$ cat src/rtl/ttc_ctrl_seq4.sv
// APB master that configures a three-counter TTC and services its level interrupts.
// One FSM with registered outputs; each APB transfer is a SETUP/ACCESS pair tracked by access_q.
module ttc_ctrl_seq4 (
  input  logic        pclk4,
  input  logic        p_reset4,
  input  logic        start4,
  input  logic        stop4,
  input  logic [2:0]  cnt_en4,
  input  logic [4:0]  prescale4,
  input  logic [15:0] interval1_4,
  input  logic [15:0] interval2_4,
  input  logic [15:0] interval3_4,
  input  logic [2:0]  interrupt4,
  output logic        psel4,
  output logic        penable4,
  output logic        pwrite4,
  output logic [7:0]  paddr4,
  output logic [31:0] pwdata4,
  input  logic [31:0] prdata4,
  output logic        busy4,
  output logic        cfg_done4,
  output logic        evt_valid4,
  output logic [1:0]  evt_id4,
  output logic [5:0]  evt_data4
);

  // state | meaning
  // IDLE  | waiting for start4
  // CFG   | configuration writes, back to back
  // RUN   | watching enabled interrupts
  // SVC   | reading the interrupt register of one counter
  // GAP   | event pulse cycle, interrupts not sampled
  typedef enum logic [2:0] {
    S_IDLE,
    S_CFG,
    S_RUN,
    S_SVC,
    S_GAP
  } state_t;

  state_t      state_q;
  logic        access_q;
  logic        psel_q;
  logic        pwrite_q;
  logic [7:0]  paddr_q;
  logic [31:0] pwdata_q;
  logic        cfg_done_q;
  logic        evt_valid_q;
  logic [1:0]  evt_id_q;
  logic [5:0]  evt_data_q;
  logic        stop_q;
  logic [2:0]  cnt_en_q;
  logic [4:0]  prescale_q;
  logic [15:0] ival1_q;
  logic [15:0] ival2_q;
  logic [15:0] ival3_q;
  logic [1:0]  cnt_q;
  logic [1:0]  sub_q;
  logic [1:0]  rr_q;
  logic [1:0]  svc_q;

  logic        last_of_cnt_d;
  logic        last_step_d;
  logic [1:0]  cnt_d;
  logic [1:0]  sub_d;
  logic [3:0]  en_pad_d;
  logic [15:0] ival_d;
  logic [39:0] cfg_word_d;
  logic [2:0]  irq_m_d;
  logic        irq_hit_d;
  logic [1:0]  irq_pick_d;
  logic [1:0]  rr1_d;
  logic [1:0]  rr2_d;
  logic        unused_prdata;

  // {address, data} of configuration write 'sub' for counter n.
  function automatic logic [39:0] cfg_word(input logic [1:0] n, input logic [1:0] sub,
                                           input logic en, input logic [4:0] pre,
                                           input logic [15:0] ival);
    logic [7:0]  ofs;
    logic [7:0]  a;
    logic [31:0] d;
    ofs = {4'b0, n, 2'b00};
    if (!en) begin
      a = 8'h0C + ofs;
      d = 32'h1;
    end else begin
      case (sub)
        2'd0:    begin a = 8'h00 + ofs; d = {27'b0, pre};   end
        2'd1:    begin a = 8'h24 + ofs; d = {16'b0, ival};  end
        2'd2:    begin a = 8'h60 + ofs; d = 32'h1;          end
        default: begin a = 8'h0C + ofs; d = 32'h2;          end
      endcase
    end
    return {a, d};
  endfunction

  always_comb begin
    en_pad_d      = {1'b0, cnt_en_q};
    last_of_cnt_d = !en_pad_d[cnt_q] || (sub_q == 2'd3);
    last_step_d   = last_of_cnt_d && (cnt_q == 2'd2);
    cnt_d         = last_of_cnt_d ? cnt_q + 2'd1 : cnt_q;
    sub_d         = last_of_cnt_d ? 2'd0 : sub_q + 2'd1;
    case (cnt_d)
      2'd0:    ival_d = ival1_q;
      2'd1:    ival_d = ival2_q;
      default: ival_d = ival3_q;
    endcase
    cfg_word_d = cfg_word(cnt_d, sub_d, en_pad_d[cnt_d], prescale_q, ival_d);
  end

  // Round-robin search starting at rr_q.
  always_comb begin
    irq_m_d   = interrupt4 & cnt_en_q;
    irq_hit_d = |irq_m_d;
    rr1_d     = (rr_q == 2'd2) ? 2'd0 : rr_q + 2'd1;
    rr2_d     = (rr_q == 2'd0) ? 2'd2 : rr_q - 2'd1;
    if (irq_m_d[rr_q])       irq_pick_d = rr_q;
    else if (irq_m_d[rr1_d]) irq_pick_d = rr1_d;
    else                     irq_pick_d = rr2_d;
  end

  always_ff @(posedge pclk4) begin
    if (p_reset4) begin
      state_q     <= S_IDLE;
      access_q    <= 1'b0;
      psel_q      <= 1'b0;
      pwrite_q    <= 1'b0;
      paddr_q     <= '0;
      pwdata_q    <= '0;
      cfg_done_q  <= 1'b0;
      evt_valid_q <= 1'b0;
      evt_id_q    <= '0;
      evt_data_q  <= '0;
      stop_q      <= 1'b0;
      cnt_en_q    <= '0;
      prescale_q  <= '0;
      ival1_q     <= '0;
      ival2_q     <= '0;
      ival3_q     <= '0;
      cnt_q       <= '0;
      sub_q       <= '0;
      rr_q        <= '0;
      svc_q       <= '0;
    end else begin
      cfg_done_q  <= 1'b0;
      evt_valid_q <= 1'b0;
      case (state_q)
        S_IDLE: begin
          if (start4) begin
            cnt_en_q            <= cnt_en4;
            prescale_q          <= prescale4;
            ival1_q             <= interval1_4;
            ival2_q             <= interval2_4;
            ival3_q             <= interval3_4;
            cnt_q               <= 2'd0;
            sub_q               <= 2'd0;
            stop_q              <= 1'b0;
            {paddr_q, pwdata_q} <= cfg_word(2'd0, 2'd0, cnt_en4[0], prescale4, interval1_4);
            psel_q              <= 1'b1;
            pwrite_q            <= 1'b1;
            access_q            <= 1'b0;
            state_q             <= S_CFG;
          end
        end
        S_CFG: begin
          if (stop4) stop_q <= 1'b1;
          if (!access_q) begin
            access_q <= 1'b1;
          end else if (stop_q || stop4) begin
            psel_q   <= 1'b0;
            access_q <= 1'b0;
            pwrite_q <= 1'b0;
            stop_q   <= 1'b0;
            state_q  <= S_IDLE;
          end else if (last_step_d) begin
            psel_q     <= 1'b0;
            access_q   <= 1'b0;
            pwrite_q   <= 1'b0;
            cfg_done_q <= 1'b1;
            state_q    <= S_RUN;
          end else begin
            cnt_q               <= cnt_d;
            sub_q               <= sub_d;
            {paddr_q, pwdata_q} <= cfg_word_d;
            access_q            <= 1'b0;
          end
        end
        S_RUN: begin
          if (stop4) begin
            state_q <= S_IDLE;
          end else if (irq_hit_d) begin
            svc_q    <= irq_pick_d;
            paddr_q  <= 8'h54 + {4'b0, irq_pick_d, 2'b00};
            pwdata_q <= '0;
            pwrite_q <= 1'b0;
            psel_q   <= 1'b1;
            access_q <= 1'b0;
            state_q  <= S_SVC;
          end
        end
        S_SVC: begin
          if (stop4) stop_q <= 1'b1;
          if (!access_q) begin
            access_q <= 1'b1;
          end else begin
            psel_q      <= 1'b0;
            access_q    <= 1'b0;
            evt_valid_q <= 1'b1;
            evt_id_q    <= svc_q + 2'd1;
            evt_data_q  <= prdata4[5:0];
            rr_q        <= (svc_q == 2'd2) ? 2'd0 : svc_q + 2'd1;
            if (stop_q || stop4) begin
              stop_q  <= 1'b0;
              state_q <= S_IDLE;
            end else begin
              state_q <= S_GAP;
            end
          end
        end
        S_GAP: begin
          state_q <= stop4 ? S_IDLE : S_RUN;
        end
        default: state_q <= S_IDLE;
      endcase
    end
  end

  assign unused_prdata = ^prdata4[31:6];

  assign psel4      = psel_q;
  assign penable4   = access_q;
  assign pwrite4    = pwrite_q;
  assign paddr4     = paddr_q;
  assign pwdata4    = pwdata_q;
  assign busy4      = (state_q != S_IDLE);
  assign cfg_done4  = cfg_done_q;
  assign evt_valid4 = evt_valid_q;
  assign evt_id4    = evt_id_q;
  assign evt_data4  = evt_data_q;

endmodule

$ cat config.mk
export PLATFORM = sky130hd
export DESIGN_NAME = ttc_ctrl_seq4
export DESIGN_NICKNAME = d
export VERILOG_FILES = /design/src/rtl/ttc_ctrl_seq4.sv
export SDC_FILE = /design/constraint.sdc
export NUM_CORES = 1
export LEC_CHECK = 0
export BUFFER_PORTS_ARGS = -buffer_cell sky130_fd_sc_hd__buf_2
export CORE_UTILIZATION = 52
export CTS_CLUSTER_SIZE = 14
export DETAILED_ROUTE_END_ITERATION = 8
export PLACE_DENSITY = 0.92
export SETUP_SLACK_MARGIN = 0.1
export SYNTH_ARGS = -nofsm -noshare
export SYNTH_HDL_FRONTEND = slang
export SYNTH_SLANG_ARGS = --single-unit
$ cat constraint.sdc
create_clock -name pclk4 -period 3.12 [get_ports pclk4]
set_clock_uncertainty 0.1 [all_clocks]
set_input_delay 0.624 -clock pclk4 [delete_from_list [all_inputs] [get_ports pclk4]]
set_output_delay 0.624 -clock pclk4 [all_outputs]
set_load 0.1 [all_outputs]
### Yosys cells after proc, flatten, opt, wreduce, memory -nomap -nowiden

Cells that the tools add are included.

| operators by class | value |
|---|---|
| divide/modulo/power cells | 0 |
| reductions and logical operators | 28 |
| $add $sub $neg | 9 |
| equality and inequality tests | 20 |
| magnitude comparators | 4 |
| bitwise gates (word level) | 5 |
| multipliers | 0 |
| mux-type cells | 75 |
| shift operators | 0 |

Operators with widths:

| cell | count |
|---|---|
| 32-bit 2-to-1 mux | 6 |
| 32-bit case mux with 3 select lines | 1 |
| 8-bit 2-to-1 mux | 7 |
| 16-bit case mux with 3 select lines | 1 |
| 8-bit case mux with 3 select lines | 2 |
| 16-bit case mux with 2 select lines | 1 |
| 2-bit 2-to-1 mux | 15 |
| 3-bit 2-to-1 mux | 8 |
| 1-bit 2-to-1 mux | 20 |
| 7-bit by 4-bit adder with 8-bit output, first input constant | 2 |
| 16-bit 2-to-1 mux | 1 |
| 3-bit case mux with 5 select lines | 1 |
| 2-bit != test, second input constant | 7 |
| 7-bit AND reduction | 2 |
| 2-bit by 3-bit < comparator with 1-bit output, second input constant | 4 |
| 2-bit == test, second input constant | 5 |
| 5-bit AND reduction | 2 |
| 3-bit nonzero test | 3 |
| 2-bit by 1-bit adder with 2-bit output, second input constant | 4 |
| 1-bit binary-select mux with 2-bit select | 4 |
| 2-bit case mux with 2 select lines | 2 |
| 6-bit by 4-bit adder with 7-bit output, first input constant | 1 |
| 3-bit by 2-bit == test with 1-bit output, second input constant | 2 |
| 2-bit zero test | 3 |
| 26 further kinds | 37 |

| word-level totals | value |
|---|---|
| memories kept | 0 |
| output and inout port bits | 54 |
| bits in registers | 121 |
| memory bits (writable) | 0 |
| bits in latches | 0 |
| bits of input ports | 95 |
| ROM bits | 0 |

### Depth between registers and ports, before layout

Gate-level depths: netlist (run 1).

| logic depth | value |
|---|---|
| depth after elaboration | 13 |
| depth in mapped cells | 13 |
| mapped depth without buffers | 12 |

### Worst setup path after synthesis (run 1)

Ideal clock, no wire load.

| timing | value |
|---|---|
| kind | register -> register |
| start point | register sub_q[0] |
| end point | register pwdata_q[0] (netlist: pwdata4[0]) |
| buffers on the path | 1 |
| period minus slack after synthesis | 2623 ps |
| stages on the path, launching flop included | 13 |
| setup slack | 497 ps |
| arrival | 2462 ps |
| data required time | 2960 ps |
| path through | dfxtp_1 -> ha_1 -> or3b_1 -> a21oi_1 -> nor2_1 -> ha_1 -> clkbuf_1 -> nor2_1 -> a21oi_1 -> o21ai_0 -> nand2_1 -> a21oi_1 -> o221a_2 |

| on the way | value |
|---|---|
| longest elaborated chain between the ends | 11 |

RTL lines:

| what | line | RTL |
|---|---|---|
| from (decl) | 58 | `logic [1:0] sub_q;` |
| from (signal assigned) | 184 | `sub_q <= sub_d;` |
| 2-bit == test | 100 | `last_of_cnt_d = !en_pad_d[cnt_q] \|\| (sub_q == 2'd3);` |
| 1-bit logical OR | 100 |  |
| 2-bit 2-to-1 mux | 102 | `cnt_d = last_of_cnt_d ? cnt_q + 2'd1 : cnt_q;` |
| 2-bit by 1-bit == test with 1-bit output or 2-bit zero test (tied branches) | 104 | `case (cnt_d)` |
| 16-bit case mux with 2 select lines | 104 |  |
| 16-bit case mux with 3 select lines | 88 | `case (sub)` |
| 16-bit 2-to-1 mux | 84 | `if (!en) begin` |
| 32-bit 2-to-1 mux | 176 | `end else if (last_step_d) begin` |
| 32-bit 2-to-1 mux | 170 | `end else if (stop_q \|\| stop4) begin` |
| 32-bit 2-to-1 mux | 168 | `if (!access_q) begin` |
| 32-bit case mux with 3 select lines | 148 | `case (state_q)` |
| to (signal assigned) | 159 | `{paddr_q, pwdata_q} <= cfg_word(2'd0, 2'd0, cnt_en4[0], prescale4, interval1_4);` |
| to (signal assigned) | 185 | `{paddr_q, pwdata_q} <= cfg_word_d;` |
| to (decl) | 46 | `logic [31:0] pwdata_q;` |

Parallel ways exist; a longest one is shown, timed or not. The select of a mux whose other input is x is not followed.
A chain may end at the register's enable or synchronous reset.

### Final worst setup path (run 1)

| timing | value |
|---|---|
| start point | register sub_q[0] |
| end point | register pwdata_q[4] (netlist: pwdata4[4]) |

Same word-level chain as after synthesis.

==> results.json, run 1 <==
{
  "nets": 827,
  "slew_viol_final": 0,
  "reg2reg_slack_ns": 0.20,
  "leakage_nw": 2.37,
  "clk-insertion-delay-late_ns": 0.37,
  "hold_depth": 2,
  "wire_per_inst_um": 15.4,
  "wl_mm": 12.8,
  "fp-row-count": 35,
  "rsz0062_at_grt": "yes",
  "end_kind": "flip-flop",
  "synth-seq-area-share_pct": 41.7,
  "swShare_pct": 38.0,
  "p_seq_share_pct": 46.9,
  "grt_max_degree": 58,
  "power_switching_w": 0.00117,
  "period_share_pct": 93.7,
  "ant_nets": 0,
  "synth-edff-count": 0,
  "syn-cell-area_um2": 4900,
  "drive_above_1_share_pct": 21.2,
  "dp_hpwl_mm": 9.20,
  "cts_tree": "done",
  "core_area_um2": 9200,
  "combPwrFrac_pct": 27.9,
  "die_h_um": 99.0,
  "place.gp.congestion": 0.877,
  "root_buffer": "clkbuf_8",
  "timing.hold.ws_ns": 0.358,
  "fmax_ghz": 0.342,
  "p_int_w": 0.00191,
  "syn_avg_cell_area_um2": 7.85,
  "vdd_drop_max_mv": 0.235,
  "ys_seq_elements": 102,
  "grt_pass1_wl_mm": 20.3,
  "required_ns": 3.31,
  "numPortBuffers": 103,
  "setup_tns_ns": 0,
  "cts_htree_levels": 3,
  "area_growth_pct": 14.8,
  "drv_cap": 0,
  "viasPerCell": 5.74,
  "async_flop_share_pct": 0,
  "crit_fanout": 7,
  "drc": 0,
  "num_vias": 4772,
  "finalSetupViolCount": 0,
  "min_path_type": "flip-flop to flip-flop",
  "synth_flop_cell": "dfxtp_1",
  "yosysWarnings": 0,
  "start_util_pct": 53.3,
  "worstMarginPinSlew_ns": 0.704,
  "worst_r2r_path_depth": 11,
  "dieWidth_um": 99.0,
  "die_area_um2": 9810,
  "clk_pin_slew_ns": 0.10,
  "start_kind": "flip-flop",
  "cts_hold_buf": 0,
  "clock_path_buffers": 2,
  "dr.pass1.iters": 6,
  "grt_antenna_before_repair": 0,
  "hold_viol": 0,
  "clkPwrFrac_pct": 25.2,
  "num_antenna_cells": 0,
  "drt_iter0_drc": 549,
  "grt_use_total_pct": 25.7,
  "ys_types": 64,
  "status": "complete, no violations",
  "ioPinCount": 149,
  "syn_inst": 624,
  "cts_buffers": 9,
  "slew_headroom_pct": 52.7,
  "cts.sinks": 102,
  "crit_type": "flip-flop to flip-flop",
  "grt_pass1_vias": 4311,
  "fin_crit_ns": 2.92,
  "cellPowerDensity_nw_per_um2": 548,
  "grt-ovfl-total": 0,
  "critPathArrivalTime_ns": 3.11
}
[flip-flops by register name, indices dropped and copies added (netlist names), 3 cells and up]
| register | flops |
|---|---|
| cnt_en_q | 3 |
| evt_data4 | 6 |
| ival1_q | 16 |
| ival2_q | 16 |
| ival3_q | 16 |
| paddr4 | 5 |
| prescale_q | 5 |
| pwdata4 | 16 |
| state_q | 3 |
[synth_stat cells (2+ instances only)]
cell	n	share of area [%]
a32oi_1	4	0.72
nand2b_1	2	0.26
ha_1	16	4.1
a211oi_1	9	1.4
nor3_1	13	1.3
nand3_1	7	0.72
inv_1	20	1.5
a21boi_0	3	0.46
and2_1	2	0.26
or4_1	2	0.31
buf_1	3	0.23
buf_4	24	3.7
dfxtp_1	102	42
a31oi_1	3	0.38
a22o_1	15	2.7
o311ai_0	2	0.36
and3_1	2	0.26
or3_1	2	0.26
nand4_1	2	0.26
clkbuf_1	28	2.1
or3b_1	2	0.36
o21ai_0	21	2.1
o2bb2ai_1	10	1.8
a22oi_1	5	0.77
nor2_1	38	2.9
nand2_1	149	11
a311oi_1	2	0.36
a21oi_1	96	9.8
nor2b_1	3	0.38
nor2_2	2	0.26
o211ai_1	2	0.31
[power groups by stage]
stage	Clock, W	Combinational, W	Sequential (W)
4_1_cts	0.000777	0.000841	0.00144
6_report	0.000777	0.000860	0.00144
2_1_floorplan	0	0.000503	0.00163
5_1_grt	0.000833	0.000919	0.00145
3_3_place_gp	0	0.000817	0.00147
3_5_place_dp	0	0.000835	0.00147
[cells in the final DEF (no fill, tap or decap), drive strengths merged, types with 2 or more instances in the layout]
cell / count
dfxtp: 102
a311oi: 2
a22o: 15
nand2: 149
a21boi: 3
conb: 19
nor2b: 3
o211ai: 2
or3b: 2
clkinv: 3
nor3: 14
a211oi: 9
ha: 16
nand2b: 3
or3: 2
or4: 2
buf: 120
nand3: 7
and3: 2
a21oi: 97
a32oi: 4
nand4: 3
a31oi: 4
o21ai: 21
o311ai: 2
inv: 24
a22oi: 5
clkbuf: 10
o2bb2ai: 10
nor2: 40
and2: 2
[routing by layer]
layer / routed length (µm) / GRT usage (%)
met5: 0 / 0
met4: 342 / 9.41
met3: 990 / 4.96
met2: 5960 / 39.8
met1: 5540 / 35.6
[cells by family (layout without fill, tap and decap cells)]
| family | Yosys count | count (layout) | share of synthesized area (%) |
|---|---|---|---|
| other | 1 | 19 | 0.0766 |
| adder cells (fa/ha/maj) | 16 | 16 | 4.09 |
| multiplexers | 2 | 2 | 0.511 |
| buffers and inverters | 78 | 157 | 8.00 |
| flip-flops | 102 | 102 | 41.7 |
| AND/OR/NAND/NOR | 234 | 234 | 20.4 |
| AO/OA/AOI/OAI | 190 | 190 | 25.0 |
| XOR/XNOR | 1 | 1 | 0.179 |
[layout make-up]
class                           instances  area, µm²
Clock buffer                           10        128
Clock inverter                          6       51.3
Inverter                               21       78.8
Fill cell                             773       3570
Tap cell                              111        139
Timing Repair Buffer                  120        643
Sequential cell                       102       2040
Multi-Input combinational cell        462       2540
[path summary, 6_finish.rpt]
check	startpoint	to
worst max-delay path	sub_q[0]	pwdata4[4]
worst min-delay path	ival2_q[6]	ival2_q[6]
worst max register to register	sub_q[0]	pwdata4[4]
worst min register to register	ival2_q[6]	ival2_q[6]
[worst max-delay path: stages, from the launching register on]
cell and delay (ns):
dfxtp_1 0.34, ha_1 0.27, or3b_1 0.40, a21oi_1 0.30
nor2_2 0.13, ha_2 0.26, nor2_1 0.15, buf_4 0.17
a21oi_1 0.08, o21ai_0 0.24, a32oi_1 0.18, a211oi_1 0.24
[timing repair]
action | 4_1_cts | 5_1_grt
gates cloned | 0 | 0
hold endpoints to repair | 0 | 0
setup endpoints to repair | 1 | 8
resized for setup | 2 | 2
pin swaps | 0 | 1
setup buffers | 0 | 3
[metrics by stage]
stage	std cells	worst slack (ns)	total power [W]	instance area (µm²)	utilization, %
2_1_floorplan	642	0.497	0.00213	4960	-
3_3_place_gp	813	0.277	0.00228	5410	58.9
3_5_place_dp	813	0.132	0.00231	5410	58.9
4_1_cts	829	0.161	0.00306	5600	60.9
5_1_grt	832	0.0152	0.00321	5620	61.1
6_report	832	0.198	0.00308	5620	61.1
No activity file was read; power rests on OpenSTA's default activity.
==> inputs of run 2 (changes only) <==
--- a/config.mk
+++ b/config.mk
@@ -5,11 +5,12 @@
 export SDC_FILE = /design/constraint.sdc
 export NUM_CORES = 1
 export LEC_CHECK = 0
+export ABC_AREA = 1
 export BUFFER_PORTS_ARGS = -buffer_cell sky130_fd_sc_hd__buf_2
 export CORE_UTILIZATION = 52
 export CTS_CLUSTER_SIZE = 14
 export DETAILED_ROUTE_END_ITERATION = 8
-export PLACE_DENSITY = 0.92
+export PLACE_DENSITY = 0.91
 export SETUP_SLACK_MARGIN = 0.1
 export SYNTH_ARGS = -nofsm -noshare
 export SYNTH_HDL_FRONTEND = slang
==> run 2 against run 1 <==
Against the previous run:
- clock-buffer cell count down 1
- area after synthesis increased by 1.7%
- first-iteration DRC count shrank 33%
- core utilization increased by 0.52 points
- die area grew 1.6%
- sequential power up 25%
- via count down 1.3%
- cell count rose by 7.6%
- synthesized cell count increased by 8.3%
- power grew 100%
- highest routed layer unchanged
==> results.json, run 2 <==
{
  "crit_buf_inv": 2,
  "cts_buffers": 9,
  "cts_tree": "done",
  "yosysMostFrequentCell": "a21oi_1",
  "max_stage_delay_ns": 0.50,
  "globalRouteMet3Util_pct": 3.41,
  "area_growth_pct": 14.5,
  "num_antenna_cells": 0,
  "dp_hpwl_mm": 8.61,
  "yosysWarnings": 0,
  "die_h_um": 99.8,
  "ys_top_cells_by_area": "dfxtp_1 (41%), a21oi_1 (12%), nand2_1 (7.1%)",
  "cts_htree_levels": 3,
  "synth_top_area_cell": "dfxtp_1",
  "cts_hold_buf": 0,
  "die_area_um2": 9970,
  "leakage_nw": 2.54,
  "slowest_stage": "dfxtp_1",
  "worst_r2r_path_depth": 11,
  "nets": 873,
  "finalSetupViolCount": 0,
  "fp-row-count": 35,
  "synth-seq-area-share_pct": 41.0,
  "fmax_ghz": 0.378,
  "start_util_pct": 53.9,
  "dr.pass1.iters": 6,
  "grt.busiest_layer": "met2",
  "syn_inst": 676,
  "ys_types": 38,
  "crit_type": "flip-flop to flip-flop",
  "clk_pin_slew_ns": 0.11,
  "synth_flop_cell": "dfxtp_1",
  "rsz0062_at_grt": "no",
  "most-common-layout-cells": "a21oi_1 (116), buf_2 (103), dfxtp_1 (102)",
  "place.gp.congestion": 0.886,
  "drt_iter0_drc": 368,
  "final_cells": 895,
  "syn-cell-area_um2": 4980,
  "core_area_um2": 9240,
  "vdd_drop_max_mv": 0.576,
  "grt_pass1_wl_mm": 19.3,
  "clock_path_buffers": 2,
  "slew_headroom_pct": 56.4,
  "grt_pass1_vias": 4109,
  "grt_max_degree": 77,
  "worstMarginPinSlew_ns": 0.651,
  "crit_fanout": 16,
  "syn_avg_cell_area_um2": 7.36,
  "numPortBuffers": 103,
  "root_buffer": "clkbuf_8",
  "synth-edff-count": 0,
  "cellPowerDensity_nw_per_um2": 1090,
  "setup_tns_ns": 0,
  "cts_resized": 0,
  "fin_crit_ns": 2.65,
  "async_flop_share_pct": 0,
  "synth_top_area_share_pct": 41.0,
  "ant_nets": 0,
  "cp_top_family": "adder cells",
  "drive_above_1_share_pct": 19.3,
  "hold_viol": 0,
  "hold_depth": 2,
  "min_path_type": "flip-flop to flip-flop",
  "cts.sinks": 102,
  "wl_mm": 11.9,
  "ioPinCount": 149,
  "dieWidth_um": 99.8,
  "drc": 0,
  "mostFrequentLayoutCell": "a21oi_1",
  "finalPower_w": 0.00620,
  "crit_cells": 11,
  "grt-ovfl-total": 0,
  "grt_antenna_before_repair": 0,
  "use_met1_pct": 35.2,
  "synth_common_cells": "a21oi_1 (116), dfxtp_1 (102), nand2_1 (94)",
  "start_kind": "flip-flop",
  "ys_seq_elements": 102,
  "drv_cap": 0,
  "place_inst": 880,
  "end_kind": "flip-flop",
  "viasPerCell": 5.26,
  "required_ns": 3.27,
  "slew_viol_final": 0,
  "clk-insertion-delay-late_ns": 0.37,
  "critPathArrivalTime_ns": 2.80,
  "wire_per_inst_um": 13.3,
  "use_met2_pct": 36.7,
  "period_share_pct": 84.8,
  "num_vias": 4708,
  "status": "complete, no violations",
  "grt_use_total_pct": 24.3,
  "crit_chain": "inv_4 -> ha_1 -> nand2_2 -> nand2_2 -> ha_1 -> inv_1 -> o22ai_1 -> a21oi_1 -> o221ai_1 -> nor2_1 -> a21oi_1",
  "timing.hold.ws_ns": 0.361,
  "postCtsSetupRepairBufs": 0
}
[run 2: final cells by class]
| cell class | instances | area [µm²] |
|---|---|---|
| multi-input cells | 458 | 2390 |
| fillers | 826 | 3540 |
| clock buffers | 9 | 124 |
| clock inverters | 6 | 77.6 |
| inverters | 81 | 309 |
| repair buffers | 110 | 593 |
| well taps | 129 | 161 |
| flip-flops and latches | 102 | 2040 |
[run 2: final timing paths]
check | to | slack [ns] | startpoint
hold / removal | ival1_q[12] | 0.36 | ival1_q[12]
hold reg to reg | ival1_q[12] | 0.36 | ival1_q[12]
setup / recovery | pwdata4[0] | 0.47 | cnt_q[0]
setup reg to reg | pwdata4[0] | 0.47 | cnt_q[0]
[run 2: cells by family (layout without fill, tap and decap cells)]
logic type      Yosys count  count (layout)  synth area share, %
compound gates          212             212                 22.7
xor+xnor                  1               1                0.176
fa+ha+maj                16              16                 4.02
buf+inv                 134             206                 12.4
flops                   102             102                 41.0
other cells               1              19               0.0753
simple gates            210             210                 19.7
[run 2: stage by stage]
| step | worst slack, ns | instance area [µm²] | util (%) |
|---|---|---|---|
| 2_1_floorplan | 0.772 | 5050 | - |
| 3_3_place_gp | 0.572 | 5500 | 59.5 |
| 3_5_place_dp | 0.535 | 5500 | 59.5 |
| 4_1_cts | 0.510 | 5700 | 61.7 |
| 5_1_grt | 0.339 | 5700 | 61.7 |
| 6_report | 0.474 | 5700 | 61.7 |
[run 2: per-layer routing]
layer | wire length (µm) | vias to the layer above
met5 | 0 | -
met4 | 250 | 0
met3 | 825 | 22
met2 | 5260 | 181
met1 | 5610 | 2108
li1 | - | 2397
[run 2: report_power, final]
part | internal, W | switching (W) | total, W
Combinational | 0.000774 | 0.00276 | 0.00353
Clock | 0.000382 | 0.000488 | 0.000870
Sequential | 0.00164 | 0.000157 | 0.00180
Total | 0.00280 | 0.00340 | 0.00620
[run 2: tightest hold or removal path, delay by kind of cell, from the launching register on]
kind	cells	cell delay [ns]
flops	1	0.31
buf+inv	1	0.06
compound gates	1	0.06
